**config.mk**
```make
export PLATFORM = sky130hd
export DESIGN_NAME = fused_mac_pipe
export DESIGN_NICKNAME = d
export VERILOG_FILES = /design/src/rtl/fused_mac_pipe.sv
export SDC_FILE = /design/constraint.sdc
export NUM_CORES = 2
export LEC_CHECK = 0
export CAP_MARGIN = 20
export CORE_MARGIN = 4
export CORE_UTILIZATION = 50
export CTS_CLUSTER_SIZE = 25
export DETAILED_ROUTE_END_ITERATION = 16
export PLACE_DENSITY = 0.69
export SYNTH_ARGS = -nofsm -noshare
export SYNTH_HDL_FRONTEND = slang
export SYNTH_SLANG_ARGS = --single-unit
```
**constraint.sdc**
```tcl
create_clock -name clk -period 15.1 [get_ports clk]
set_input_delay 3.02 -clock clk [delete_from_list [all_inputs] [get_ports clk]]
set_output_delay 3.02 -clock clk [all_outputs]
set_load 0.01 [all_outputs]
```
**src/rtl/fused_mac_pipe.sv**
```systemverilog
// Four-stage pipelined fused multiply-add R = A*B + C on unsigned (exponent, mantissa) operands.
// Optional macro FMA_OVF_CNT_EN adds the ovf_flag / ovf_count outputs.
module fused_mac_pipe #(
  parameter int unsigned EXP_W = 8,
  parameter int unsigned MAN_W = 24,
  parameter int unsigned TAG_W = 4
) (
  input  logic             clk,
  input  logic             rst,
  input  logic             in_valid,
  output logic             in_ready,
  input  logic [EXP_W-1:0] exp_a,
  input  logic [EXP_W-1:0] exp_b,
  input  logic [EXP_W-1:0] exp_c,
  input  logic [MAN_W-1:0] man_a,
  input  logic [MAN_W-1:0] man_b,
  input  logic [MAN_W-1:0] man_c,
  input  logic [TAG_W-1:0] in_tag,
  output logic             out_valid,
  input  logic             out_ready,
  output logic [EXP_W-1:0] exp_out,
  output logic [MAN_W-1:0] man_out,
  output logic [TAG_W-1:0] out_tag
`ifdef FMA_OVF_CNT_EN
  ,
  output logic             ovf_flag,
  output logic [15:0]      ovf_count
`endif
);

  localparam int unsigned PW    = 2 * MAN_W;
  localparam int unsigned SW    = 5 * MAN_W + 1;
  localparam int unsigned SHMAX = 3 * MAN_W;
  localparam int unsigned XW    = EXP_W + $clog2(SW) + 2;

  logic r_v1, r_v2, r_v3, r_v4;
  logic w_ld1, w_ld2, w_ld3, w_ld4;

  // A stage loads when empty or when its contents move on this cycle.
  assign w_ld4     = !r_v4 || out_ready;
  assign w_ld3     = !r_v3 || w_ld4;
  assign w_ld2     = !r_v2 || w_ld3;
  assign w_ld1     = !r_v1 || w_ld2;
  assign in_ready  = w_ld1;
  assign out_valid = r_v4;

  logic [PW-1:0]    r_s1_p;
  logic [XW-1:0]    r_s1_ep, r_s1_ec;
  logic [MAN_W-1:0] r_s1_mc;
  logic [TAG_W-1:0] r_s1_tag;

  always_ff @(posedge clk or posedge rst) begin
    if (rst) begin
      r_v1     <= 1'b0;
      r_s1_p   <= '0;
      r_s1_ep  <= '0;
      r_s1_ec  <= '0;
      r_s1_mc  <= '0;
      r_s1_tag <= '0;
    end else if (w_ld1) begin
      r_v1 <= in_valid;
      if (in_valid) begin
        r_s1_p   <= PW'(man_a) * PW'(man_b);
        r_s1_ep  <= XW'(exp_a) + XW'(exp_b);
        r_s1_ec  <= XW'(exp_c);
        r_s1_mc  <= man_c;
        r_s1_tag <= in_tag;
      end
    end
  end

  logic [XW-1:0] w_d, w_emin, w_elarge, w_sh;
  logic [PW-1:0] w_large, w_small;
  logic          w_far, w_clamp;

  // Beyond SHMAX the larger term is shifted by SHMAX only and the smaller term
  // cannot reach the truncation window, so it is dropped and the base exponent
  // is raised instead; a zero larger term leaves the smaller one intact.
  always_comb begin
    w_d      = '0;
    w_emin   = '0;
    w_elarge = '0;
    w_large  = '0;
    w_small  = '0;
    if (r_s1_ep >= r_s1_ec) begin
      w_d      = r_s1_ep - r_s1_ec;
      w_emin   = r_s1_ec;
      w_elarge = r_s1_ep;
      w_large  = r_s1_p;
      w_small  = PW'(r_s1_mc);
    end else begin
      w_d      = r_s1_ec - r_s1_ep;
      w_emin   = r_s1_ep;
      w_elarge = r_s1_ec;
      w_large  = PW'(r_s1_mc);
      w_small  = r_s1_p;
    end
    w_far   = w_d > XW'(SHMAX);
    w_clamp = w_far && (w_large != '0);
    w_sh    = w_far ? XW'(SHMAX) : w_d;
  end

  logic [SW-1:0]    r_s2_big;
  logic [PW-1:0]    r_s2_small;
  logic [XW-1:0]    r_s2_base;
  logic [TAG_W-1:0] r_s2_tag;

  always_ff @(posedge clk or posedge rst) begin
    if (rst) begin
      r_v2       <= 1'b0;
      r_s2_big   <= '0;
      r_s2_small <= '0;
      r_s2_base  <= '0;
      r_s2_tag   <= '0;
    end else if (w_ld2) begin
      r_v2 <= r_v1;
      if (r_v1) begin
        r_s2_big   <= SW'(w_large) << w_sh;
        r_s2_small <= w_clamp ? '0 : w_small;
        r_s2_base  <= w_clamp ? (w_elarge - XW'(SHMAX)) : w_emin;
        r_s2_tag   <= r_s1_tag;
      end
    end
  end

  logic [SW-1:0]    r_s3_sum;
  logic [XW-1:0]    r_s3_base;
  logic [TAG_W-1:0] r_s3_tag;

  always_ff @(posedge clk or posedge rst) begin
    if (rst) begin
      r_v3      <= 1'b0;
      r_s3_sum  <= '0;
      r_s3_base <= '0;
      r_s3_tag  <= '0;
    end else if (w_ld3) begin
      r_v3 <= r_v2;
      if (r_v2) begin
        r_s3_sum  <= r_s2_big + SW'(r_s2_small);
        r_s3_base <= r_s2_base;
        r_s3_tag  <= r_s2_tag;
      end
    end
  end

  logic [XW-1:0]    w_lead, w_e;
  logic [MAN_W-1:0] w_man;
  logic [EXP_W-1:0] w_exp;
  logic             w_ovf;

  always_comb begin
    w_lead = '0;
    for (int unsigned i = 0; i < SW; i++) begin
      if (r_s3_sum[i]) w_lead = XW'(i);
    end
    w_e   = r_s3_base;
    w_man = r_s3_sum[MAN_W-1:0];
    if (w_lead >= XW'(MAN_W - 1)) begin
      w_man = MAN_W'(r_s3_sum >> (w_lead - XW'(MAN_W - 1)));
      w_e   = r_s3_base + w_lead - XW'(MAN_W - 1);
    end
    w_ovf = (r_s3_sum != '0) && (w_e > XW'({EXP_W{1'b1}}));
    w_exp = w_e[EXP_W-1:0];
    if (r_s3_sum == '0) begin
      w_exp = '0;
      w_man = '0;
    end else if (w_ovf) begin
      w_exp = '1;
      w_man = '0;
    end
  end

  logic [EXP_W-1:0] r_s4_exp;
  logic [MAN_W-1:0] r_s4_man;
  logic [TAG_W-1:0] r_s4_tag;
  logic             r_s4_ovf;

  always_ff @(posedge clk or posedge rst) begin
    if (rst) begin
      r_v4     <= 1'b0;
      r_s4_exp <= '0;
      r_s4_man <= '0;
      r_s4_tag <= '0;
      r_s4_ovf <= 1'b0;
    end else if (w_ld4) begin
      r_v4 <= r_v3;
      if (r_v3) begin
        r_s4_exp <= w_exp;
        r_s4_man <= w_man;
        r_s4_tag <= r_s3_tag;
        r_s4_ovf <= w_ovf;
      end
    end
  end

  assign exp_out = r_s4_exp;
  assign man_out = r_s4_man;
  assign out_tag = r_s4_tag;

`ifdef FMA_OVF_CNT_EN
  logic [15:0] r_ovf_cnt;

  always_ff @(posedge clk or posedge rst) begin
    if (rst) begin
      r_ovf_cnt <= '0;
    end else if (r_v4 && out_ready && r_s4_ovf && (r_ovf_cnt != '1)) begin
      r_ovf_cnt <= r_ovf_cnt + 16'd1;
    end
  end

  assign ovf_flag  = r_s4_ovf;
  assign ovf_count = r_ovf_cnt;
`else
  logic w_unused_ovf;
  assign w_unused_ovf = r_s4_ovf;
`endif

endmodule

```
==> run metrics <==
most frequent cells in the layout sky130_fd_sc_hd__nand2_1 (937), sky130_fd_sc_hd__inv_1 (615), sky130_fd_sc_hd__fa_1 (487), sky130_fd_sc_hd__dfrtp_1 (459), sky130_fd_sc_hd__mux2i_1 (382); Final Net Count 7105; library cell appearing most often on the critical path sky130_fd_sc_hd__fa_1; cell area after synthesis 55400 sq um; Worst Setup Slack, final 4.05 ns; setup slack of the most critical reg-to-reg path 7.31 ns; min Tclk post-route 11.05 ns; sum of negative setup slack 0 ns; most common library cell in the layout ignoring fill and taps sky130_fd_sc_hd__nand2_1; port buffer count 141; critical setup path kind input pin to flop; largest net degree at the start of global routing 147; unrepaired setup endpoints after global routing false; mean number of vias per cell 6.37; total routing resource utilization after global routing 33.0%; fraction of layout instances using a drive strength above 1 6.82%; Routability Congestion 1.07; initial detailed-routing violation count 5860; Die H 341 microns; Max Transition Viols Final 0; Clock Path Buffers 3; DR DRC count 0; number of nets with antenna violations after routing 0; Critical Path RT 15.57 ns; cell at the slowest stage of the critical path sky130_fd_sc_hd__clkdlybuf4s50_1; Hold/Removal Path Class flop to flop; post-detail-place hpwl 150000 microns; flip-flop and latch count after synthesis 459; Final period util 73.2%; CP delay by family, top adder cells; Layout fillers 10.1k; Crit Reg-Reg Startpoint r_s1_ep[0]; primary flip-flop cell chosen by synthesis mapping sky130_fd_sc_hd__dfrtp_1; overflow left after global routing 0; total number of H-tree levels 2; yosys synthesis warning count 0; synthesized area divided by synthesized cell count 8.70 sq um; initial core utilization 50.6%; cells resized by post-CTS repair 0; clock latency of the later-clocked register in the worst-skew pair 0.63 ns; slew at the pin with the worst max-slew slack 1.34 ns; placeable core area 109000 sq um; Total Die Area 116000 sq um; Reg2Reg Depth 17; library cell used as clock root buffer sky130_fd_sc_hd__clkbuf_16; buffers and inverters on the worst path 6; nature of the critical path startpoint input pin; 1st-pass router iterations 7; signal arrival time at the worst endpoint 11.52 ns; horizontal die dimension 341 microns; nature of the critical path endpoint flop; endpoint of the worst-slack reg-to-reg timing path r_s2_big[33]; highest fanout seen on the critical path 24; number of max-cap violations 0; sequential fraction of the synthesis area 20.7%; run status complete, no violations; top achievable clock speed 90.5 MHz; gate count of the mapped netlist 6369; number of buffers added for setup after CTS 0; vias in the first global route 47.6k; Cell Rows 121; vias after detailed routing 49.4k; number of antenna violations at the first check in global routing 4; area added between synthesis and finish 7.50%; number of enable-type register cells in the synthesized netlist 0; Post-Route Skew 0.0405 ns; setup violators final 0; Wirelength per Cell 25.2 microns; Final Hold Vio Count 0; # hold bufs at CTS 0; slowest stage delay, CP 0.90 ns; stages on the worst setup path 28; Worst Setup SP man_b[3]; proportion of register bits with asynchronous set or reset after synthesis 100%; number of unique standard cell types used by synthesis 101; CTS tree built; critical path capture point r_s1_p[46]; Worst-path clk slew 0.06 ns; first-pass GRT wire length 297000 microns; total routed wirelength 195000 microns; Clock Sink Count 459; net count after synthesis 7232; Slew Limit Headroom 10.1%; number of buffers added by the clock tree synthesis step 47; top-level I/O count 142; Worst Setup Slack post-DPL 3.59 ns
-- synth_stat cells, drive strengths merged, types with 64 or more instances --
cell | n | area [sq um]
a21oi | 235 | 1190
nor4 | 82 | 579
inv | 617 | 2320
mux4 | 66 | 1490
xor2 | 77 | 674
xnor2 | 101 | 885
nor2 | 299 | 1120
clkbuf | 316 | 1190
mux2 | 97 | 1090
a22o | 64 | 561
nor3 | 99 | 500
mux2i | 383 | 3850
ha | 272 | 3400
o21ai | 364 | 1830
nand3 | 94 | 470
and2 | 246 | 1540
a21o | 86 | 646
fa | 487 | 9750
dfrtp | 459 | 11500
nand2 | 941 | 3530
buf | 108 | 549
-- cells by family (layout without fill, tap and decap cells) --
logic type	count (synthesis)	after routing	share of synthesized area [%]
AOI/OAI and AO/OA	1374	1374	16.8
xor gates and xnor gates	178	178	2.81
adders and majority gates	759	759	23.7
buffers and inverters	1042	951	7.33
DFF	459	459	20.7
muxes	546	546	11.6
other	0	1	0
and+or+nand+nor	2011	2011	17.0
-- how the worst min path moves through the flow --
stage           startpoint           to  slack [ns]  cells after the start
3_3_place_gp   r_s1_tag[2]  r_s2_tag[2]        0.44                      2
2_1_floorplan  r_s1_tag[0]  r_s2_tag[0]        0.43                      2
5_1_grt        r_s1_tag[2]  r_s2_tag[2]        0.49                      2
4_1_cts        r_s1_tag[2]  r_s2_tag[2]        0.47                      2
6_report       r_s1_tag[2]  r_s2_tag[2]        0.47                      2
3_5_place_dp   r_s1_tag[0]  r_s2_tag[0]        0.45                      2
-- worst register-to-register path, cell delays in order, from the launching register on --
cell and delay [ns]:
sky130_fd_sc_hd__dfrtp_1 0.41, sky130_fd_sc_hd__inv_1 0.07, sky130_fd_sc_hd__ha_2 1.00, sky130_fd_sc_hd__nand2b_4 0.30, sky130_fd_sc_hd__a31oi_2 0.12, sky130_fd_sc_hd__o311a_1 0.50
sky130_fd_sc_hd__nand3_1 0.48, sky130_fd_sc_hd__nand3_1 0.30, sky130_fd_sc_hd__o211ai_1 0.55, sky130_fd_sc_hd__nand4_1 0.80, sky130_fd_sc_hd__buf_4 0.54, sky130_fd_sc_hd__mux2i_1 0.20
sky130_fd_sc_hd__a221oi_1 0.17, sky130_fd_sc_hd__mux2i_1 0.42, sky130_fd_sc_hd__o2bb2ai_1 0.14, sky130_fd_sc_hd__a211oi_1 1.05, sky130_fd_sc_hd__o21ai_0 0.25, sky130_fd_sc_hd__a221o_1 0.38
-- stage by stage --
stage | cell area, sq um | hold WS [ns] | utilization [%] | std cells
after floorplan | 55400 | 0.433 | - | 6369
after global placement | 57800 | 0.441 | 52.8 | 7663
after detailed placement | 57800 | 0.450 | 52.8 | 7664
after CTS | 59500 | 0.467 | 54.3 | 7749
after global routing | 59500 | 0.489 | 54.4 | 7754
final | 59500 | 0.466 | 54.4 | 7755
-- cell type report --
class	instances	area, sq um	area share, %
diodes	1	2.50	0.00420
clock buffers	63	1330	2.23
clock inverters	22	302	0.506
inverters	618	2320	3.90
multi-input cells	4868	40000	67.2
flip-flops and latches	459	11500	19.3
well taps	1476	1850	3.10
repair buffers	248	2250	3.78
-- registers in the layout (all words and copies together) (netlist names), 8 cells and up --
name / cells
r_s1_ec: 8
r_s2_base: 14
r_s2_small: 48
r_s3_base: 14
man_out: 24
exp_out: 8
r_s1_p: 48
r_s1_mc: 24
r_s3_sum: 121
r_s1_ep: 9
r_s2_big: 121
-- layer usage --
metal | global-route usage (%) | vias to the layer above | wire length [microns]
li1 | - | 21800 | -
met1 | 46.2 | 24500 | 80800
met2 | 48.7 | 2590 | 83500
met3 | 5.96 | 540 | 17900
met4 | 17.6 | 0 | 12900
met5 | 0 | - | 0
Power is left out: the tool's default activity adds up to more than one toggle a clock period on the data nets, which glitch-free logic cannot reach.
